File: src/rtl/demux1_4_sched.sv
// demux1_4_sched: round-robin scheduler for a shared 1-to-4 demux datapath.
// Define DEMUX_SCHED_TIMEOUT_EN to enable the SEND timeout abort and drop pulse.
module demux1_4_sched #(
  parameter int WIDTH   = 8,
  parameter int TIMEOUT = 16
) (
  input  logic             clk,
  input  logic             rst_n,
  input  logic             in_valid,
  input  logic [WIDTH-1:0] in_data,
  output logic             in_ready,
  input  logic [3:0]       out_ready,
  output logic [3:0]       out_valid,
  output logic [WIDTH-1:0] out_data,
  output logic [1:0]       sel,
  output logic [15:0]      xfer_cnt,
  output logic             drop
);

  typedef enum logic [1:0] {
    IDLE,
    ARB,
    SEND
  } state_t;

  state_t           state, state_n;
  logic [1:0]       ptr, ptr_n;
  logic [1:0]       sel_n;
  logic [3:0]       ov_n;
  logic [WIDTH-1:0] od_n;
  logic [15:0]      cnt_n;
  logic [1:0]       pick, idx;
  logic             found;
  logic             hs;
  logic             tmo;

  assign in_ready = (state == IDLE);
  assign hs = (state == SEND) && out_valid[sel] && out_ready[sel];

  // First ready channel starting from the priority pointer.
  always_comb begin
    found = 1'b0;
    pick  = ptr;
    idx   = ptr;
    for (int i = 0; i < 4; i++) begin
      idx = ptr + 2'(i);
      if (!found && out_ready[idx]) begin
        found = 1'b1;
        pick  = idx;
      end
    end
  end

`ifdef DEMUX_SCHED_TIMEOUT_EN
  logic [7:0] tcnt, tcnt_n;
  logic       drop_q;

  assign tmo  = (state == SEND) && !hs &&
                ((tcnt + 8'd1) == 8'(TIMEOUT));
  assign drop = drop_q;

  always_comb begin
    tcnt_n = tcnt;
    if (state == ARB && found)
      tcnt_n = 8'd0;
    else if (state == SEND && !hs)
      tcnt_n = tcnt + 8'd1;
  end

  always_ff @(posedge clk or negedge rst_n) begin
    if (!rst_n) begin
      tcnt   <= 8'd0;
      drop_q <= 1'b0;
    end else begin
      tcnt   <= tcnt_n;
      drop_q <= tmo;
    end
  end
`else
  assign tmo  = 1'b0;
  assign drop = 1'b0;
`endif

  always_comb begin
    state_n = state;
    ptr_n   = ptr;
    sel_n   = sel;
    ov_n    = out_valid;
    od_n    = out_data;
    cnt_n   = xfer_cnt;
    unique case (state)
      IDLE: begin
        if (in_valid) begin
          od_n    = in_data;
          state_n = ARB;
        end
      end
      ARB: begin
        if (found) begin
          sel_n   = pick;
          ov_n    = 4'b0001 << pick;
          state_n = SEND;
        end
      end
      SEND: begin
        if (hs) begin
          ov_n    = 4'b0000;
          ptr_n   = sel + 2'd1;
          cnt_n   = xfer_cnt + 16'd1;
          state_n = IDLE;
        end else if (tmo) begin
          ov_n    = 4'b0000;
          ptr_n   = sel + 2'd1;
          state_n = IDLE;
        end
      end
      default: begin
        ov_n    = 4'b0000;
        state_n = IDLE;
      end
    endcase
  end

  always_ff @(posedge clk or negedge rst_n) begin
    if (!rst_n) begin
      state     <= IDLE;
      ptr       <= 2'd0;
      sel       <= 2'd0;
      out_valid <= 4'b0000;
      out_data  <= '0;
      xfer_cnt  <= 16'd0;
    end else begin
      state     <= state_n;
      ptr       <= ptr_n;
      sel       <= sel_n;
      out_valid <= ov_n;
      out_data  <= od_n;
      xfer_cnt  <= cnt_n;
    end
  end

endmodule
File: config.mk
export PLATFORM = sky130hd
export DESIGN_NAME = demux1_4_sched
export DESIGN_NICKNAME = d
export VERILOG_FILES = /design/src/rtl/demux1_4_sched.sv
export SDC_FILE = /design/constraint.sdc
export NUM_CORES = 1
export LEC_CHECK = 0
export ABC_AREA = 1
export CAP_MARGIN = 5
export CORE_UTILIZATION = 28
export CTS_CLUSTER_SIZE = 14
export DETAILED_ROUTE_END_ITERATION = 6
export MAX_ROUTING_LAYER = met4
export PLACE_DENSITY_LB_ADDON = 0.3
export SYNTH_ARGS = -nofsm -noshare
export SYNTH_HDL_FRONTEND = slang
export SYNTH_SLANG_ARGS = --single-unit
File: constraint.sdc
create_clock -name clk -period 3.4 [get_ports clk]
set_clock_uncertainty 0.15 [all_clocks]
set_input_delay 0.34 -clock clk [delete_from_list [all_inputs] [get_ports clk]]
set_output_delay 0.34 -clock clk [all_outputs]
set_load 0.03 [all_outputs]
## Word-level counts from Yosys, hierarchy flattened

Index checks and enable logic that the tools add are counted.

- Flip-flop bits (word level): 34
- Latch bits: 0
- Bits in writable memories: 0
- ROM bits: 0
- Input port bits: 15
- Output and inout port bits: 32
- Word-level logic and storage cells: 63
- Memories kept: 0

- $add $sub $neg: 5
- $mul: 0
- Divide/modulo/power cells: 0
- Magnitude comparators: 5
- Equal/unequal tests: 5
- Shift-type cells: 1
- Multiplexer cells: 26
- Bitwise logic cells: 1
- Reduce and logical (&&, ||, !) cells: 14

Operators with widths:

| cell | count |
|---|---|
| 16-bit by 1-bit adder with 16-bit output (second input constant) | 1 |
| 2-bit by 3-bit less-than comparator with 1-bit output (second input constant) | 5 |
| 1-bit binary-select mux with 2-bit select | 6 |
| 2-bit two-way mux | 6 |
| 4-bit case mux with 3 select lines | 1 |
| 1-bit two-way mux | 10 |
| 4-bit two-way mux | 2 |
| 2-bit inequality test (second input constant) | 3 |
| 2-bit case mux with 3 select lines | 1 |
| 2-bit AND reduction | 3 |
| 3-bit AND reduction | 2 |
| 1-bit logical AND | 5 |
| 2-bit by 1-bit adder with 2-bit output (second input constant) | 2 |
| 2-bit adder (second input constant) | 2 |
| 1-bit by 2-bit left shift with 4-bit output (first input constant) | 1 |
| 1-bit zero test | 3 |
| 2-bit by 1-bit equality test with 1-bit output (second input constant) | 1 |
| 2-bit equality test (second input constant) | 1 |
| 2-bit zero test | 1 |
| 1-bit inverter | 1 |

## Depth between registers and ports, before layout

- Word-level depth: 15
- Mapped depth: 14
- Mapped depth without buffers: 13

## Least setup slack after synthesis

OpenSTA, ideal clock, no wires.

- Kind: register to register
- Start: register xfer_cnt[0]
- End: register xfer_cnt[14]
- Setup time: 0.122 ns
- Arrival time: 1.667 ns
- Required time: 3.128 ns
- Path slack: 1.461 ns
- Stages on the path, launching flop included: 8
- Buffers on the path: 0
- Period minus slack after synthesis: 1.939 ns
- Cell sequence: dfrtp_1 -> ha_1 -> inv_1 -> nor4_1 -> nand3_1 -> nor2_1 -> nand2_1 -> xor2_1

- Word-level cells in the longest chain between the ends: 1

RTL lines:

| item | line | RTL |
|---|---|---|
| start, declared | 16 | `output logic [15:0] xfer_cnt,` |
| start signal, assigned | 138 | `xfer_cnt <= cnt_n;` |
| 16-bit by 1-bit adder with 16-bit output | 109 | `cnt_n = xfer_cnt + 16'd1;` |

No other way between the ends.
A chain may end at the register's enable or synchronous reset.

## Final worst setup path

- Start: register ptr[0]
- End: register out_valid[1]

- Word-level cells in the longest chain between the ends: 15
- Elaborated cells on any way between the ends: 29
- Those cells by class: add/sub: 3; eq/ne: 1; shift: 1; mux: 17; reduce/logical: 7

RTL lines:

| item | line | RTL |
|---|---|---|
| start, declared | 27 | `logic [1:0] ptr, ptr_n;` |
| start signal, assigned | 134 | `ptr <= ptr_n;` |
| parallel branches: the longest is 15 deep, another holds 2-bit by 1-bit adder with 2-bit output | - |  |
| end signal, assigned | 136 | `out_valid <= ov_n;` |
| end, declared | 13 | `output logic [3:0] out_valid,` |

Parallel ways; which one is timed is not known. The select of a mux whose other input is x is not followed.

==> metrics.md <==
| Metric | Value |
|---|---|
| Status | `complete, no violations` |
| Initial antenna violation count | `0` |
| CTS tree | `done` |
| WL final | `4504 um` |
| Synth top area cells | `dfrtp_1 43%, nand2_1 18%, nand3_1 6.3%` |
| Via count of the routed design | `1,748` |
| Critical path launch point type | `register` |
| Row count | `30` |
| Register area share after synthesis | `43.01%` |
| Area Growth Syn to Fin | `32.19%` |
| Critical path, cell by cell | `inv_2 > nand2_1 > nand2_2 > nand2_1 > nand2_4 > nor2_4 > nand2_2 > o21ai_4 > nor2_1 > nand2_1 > nand2_1` |
| Yosys Warn Count | `0` |
| Clk pin slew, worst setup/hold paths | `0.08 ns` |
| Pin count of the biggest net entering global routing | `35` |
| Post-route minimum period | `2.192 ns` |
| Crit Path Class | `register to register` |
| Critical Path Fanout Max | `15` |
| Post-route ant nets | `0` |
| Detailed Routing Iterations Pass 1 | `4` |
| Post-Syn Area | `1978 um^2` |
| Final period utilization | `64.48%` |
| # diodes | `0` |
| Average wire per standard cell | `11.12 um` |
| Number of synthesized register bits | `34` |
| Clock sinks | `34` |
| Core ar. | `a little under 7000 um^2` |
| Crit. End Element | `register` |
| GRT Overall Usage | `13.64%` |
| Layout cells sized above 1 | `10.68%` |
| Chip height | `between 80 and 90 um` |
| Pins Over Slew Limit | `0` |
| Max-cap check violation count | `0` |
| Clk buf depth | `2` |
| Slew of the pin with the lowest slew margin | `0.5149 ns` |
| Yosys top cell by area | `dfrtp_1` |
| Placed Cells | `397` |
| Fmax achieved | `~0.46 GHz` |
| Library cells used by synthesis | `27` |
| CTS Buf Count | `5` |
| First-pass GRT wire length | `7859 um` |
| CP Data Required Time | `3.43 ns` |
| Port Buf Inserts | `45` |
| Slew margin rel. | `65.36%` |
| Vias in the first global route | `1,721` |
| RSZ-0062 raised after global routing | `false` |
| Placer congestion estimate | `0.8519` |
| Post-Synthesis Cells | `260` |
| DRC | `0` |
| # setup viols final | `0` |
| Post-CTS Resized | `0` |
| Vias per cell | `4.316` |
| CTS H-tree lvls | `2` |
| Peak VDD IR | `0.0002957 V` |
| Syn avg cell area | `roughly 7.6 um^2` |
| Die area | `approximately 7400 um^2` |
| Iter 0 DRT Violations | `85` |
| I/O pin count | `47` |
| Reg2Reg Setup Slack | `between 1 and 1.5 ns` |
| Root Buffer | `clkbuf_8` |
| Initial Util | `29.12%` |
| Clock insertion delay at the later pin of the skew report | `0.29 ns` |
| P_leak | `1.280 nW` |
| Crit-path most repeated cell | `nand2_1` |
| Setup Buffers After CTS | `0` |
| CTS Hold Buffers Added | `0` |
| Post-layout nets | `roughly 320` |
| Yosys top cell area share | `a little over two fifths` |
| Global route overflow | `0` |
| CP max stage cell | `dfrtp_1` |
| Die width | `86.05 um` |
| HPWL Detailed | `3421 um` |
| Worst hold path type | `input port to asynchronous set/reset pin` |
| Setup TNS | `0 ns` |
| Final non-filler cell total | `405` |
| Final hold violations | `0` |
| Data arrival time of the worst path | `around 2.2 ns` |
| Syn_nets | `276` |
| Pwr dens | `around 800 nW/um^2` |
| CP max stage delay | `0.65 ns` |
layout make-up:
type,instances,area (um^2)
fill,722,4179
multi-input combinational,195,993.5
sequential,34,850.8
timing repair buffer,46,457.9
tap,96,120.1
inverter,26,97.59
clock buffer,6,82.58
clock inverter,2,12.51
cells by family after synthesis:
family / Yosys count / synth area share (%)
buffers and inverters: 31 / 6.767
AND/OR/NAND/NOR: 165 / 36.50
multiplexers: 8 / 4.554
other: 1 / 0.1896
AO/OA/AOI/OAI: 6 / 2.150
flip-flops: 34 / 43.01
XOR/XNOR: 14 / 6.199
adder cells (fa/ha/maj): 1 / 0.6324
routing by layer:
| metal | vias up | routed length (um) | GRT usage (%) |
|---|---|---|---|
| met2 | 34 | 2033 | 21.65 |
| met3 | 8 | 172 | 2.695 |
| met1 | 795 | 2237 | 17.94 |
| met4 | 0 | 61 | 3.182 |
| met5 | - | 0 | - |
| li1 | 911 | - | - |
cells in the final DEF (no fill, tap or decap), drive strengths merged, types with 5 or more instances in the layout:
cell type and instances:
mux2 8, inv 25, clkbuf 6, nor2 21, nand3 25, nand4 6
xnor2 5, xor2 9, nand2 107, clkdlybuf4s50 45, dfrtp 34
synth_stat cells, drive strengths merged:
cell and n:
nand4 6, conb 1, buf 5, mux2 8, nor2 21, nand2 107
a31oi 1, inv 25, clkinv 1, nand3 25, nor3 4, xnor2 5
dfrtp 34, ha 1, xor2 9, a21oi 1, o21ai 4, nor4 2
registers in the layout (all words and copies together), names as in the netlist:
name,cells
xfer_cnt,16
sel,2
out_valid,4
out_data,8
ptr,2
state,2
critical path, delay by kind of cell (launching register included):
kind / cells / cell delay [ns]
and+or+nand+nor: 9 / 0.84
DFF: 1 / 0.65
buffers and inverters: 1 / 0.22
AOI/OAI and AO/OA: 1 / 0.22
path summary, 6_finish.rpt:
path	startpoint	end	cells after the start
max	ptr[0]	out_valid[1]	11
min	rst_n	xfer_cnt[6]	2
max reg2reg	ptr[0]	out_valid[1]	11
min reg2reg	out_data[6]	out_data[6]	1
max in group asynchronous	rst_n	xfer_cnt[13]	2
min in group clk	out_data[6]	out_data[6]	1
stage by stage:
stage / power (W) / area, um^2 / util (%) / setup WS, ns / hold slack [ns]
after floorplan: 0.001436 / 1978 / - / 1.461 / -0.1056
after global placement: 0.001780 / 2520 / 37.09 / 1.037 / 0.3385
after detailed placement: 0.001786 / 2520 / 37.09 / 0.9624 / 0.3441
after CTS: 0.002106 / 2615 / 38.49 / 1.204 / 0.3185
after global routing: 0.002255 / 2615 / 38.49 / 0.9872 / 0.3689
final: 0.002085 / 2615 / 38.49 / 1.208 / 0.3051
report_power, final:
part,switching [W],leakage [nW],internal (W),total (W)
logic,0.000717,0.817,0.000424,0.00114
registers,0.000115,0.415,0.000517,0.000632
clock network,0.000149,0.0472,0.000163,0.000312
total,0.000981,1.28,0.00110,0.00208
(Power assumes the default switching activity.)
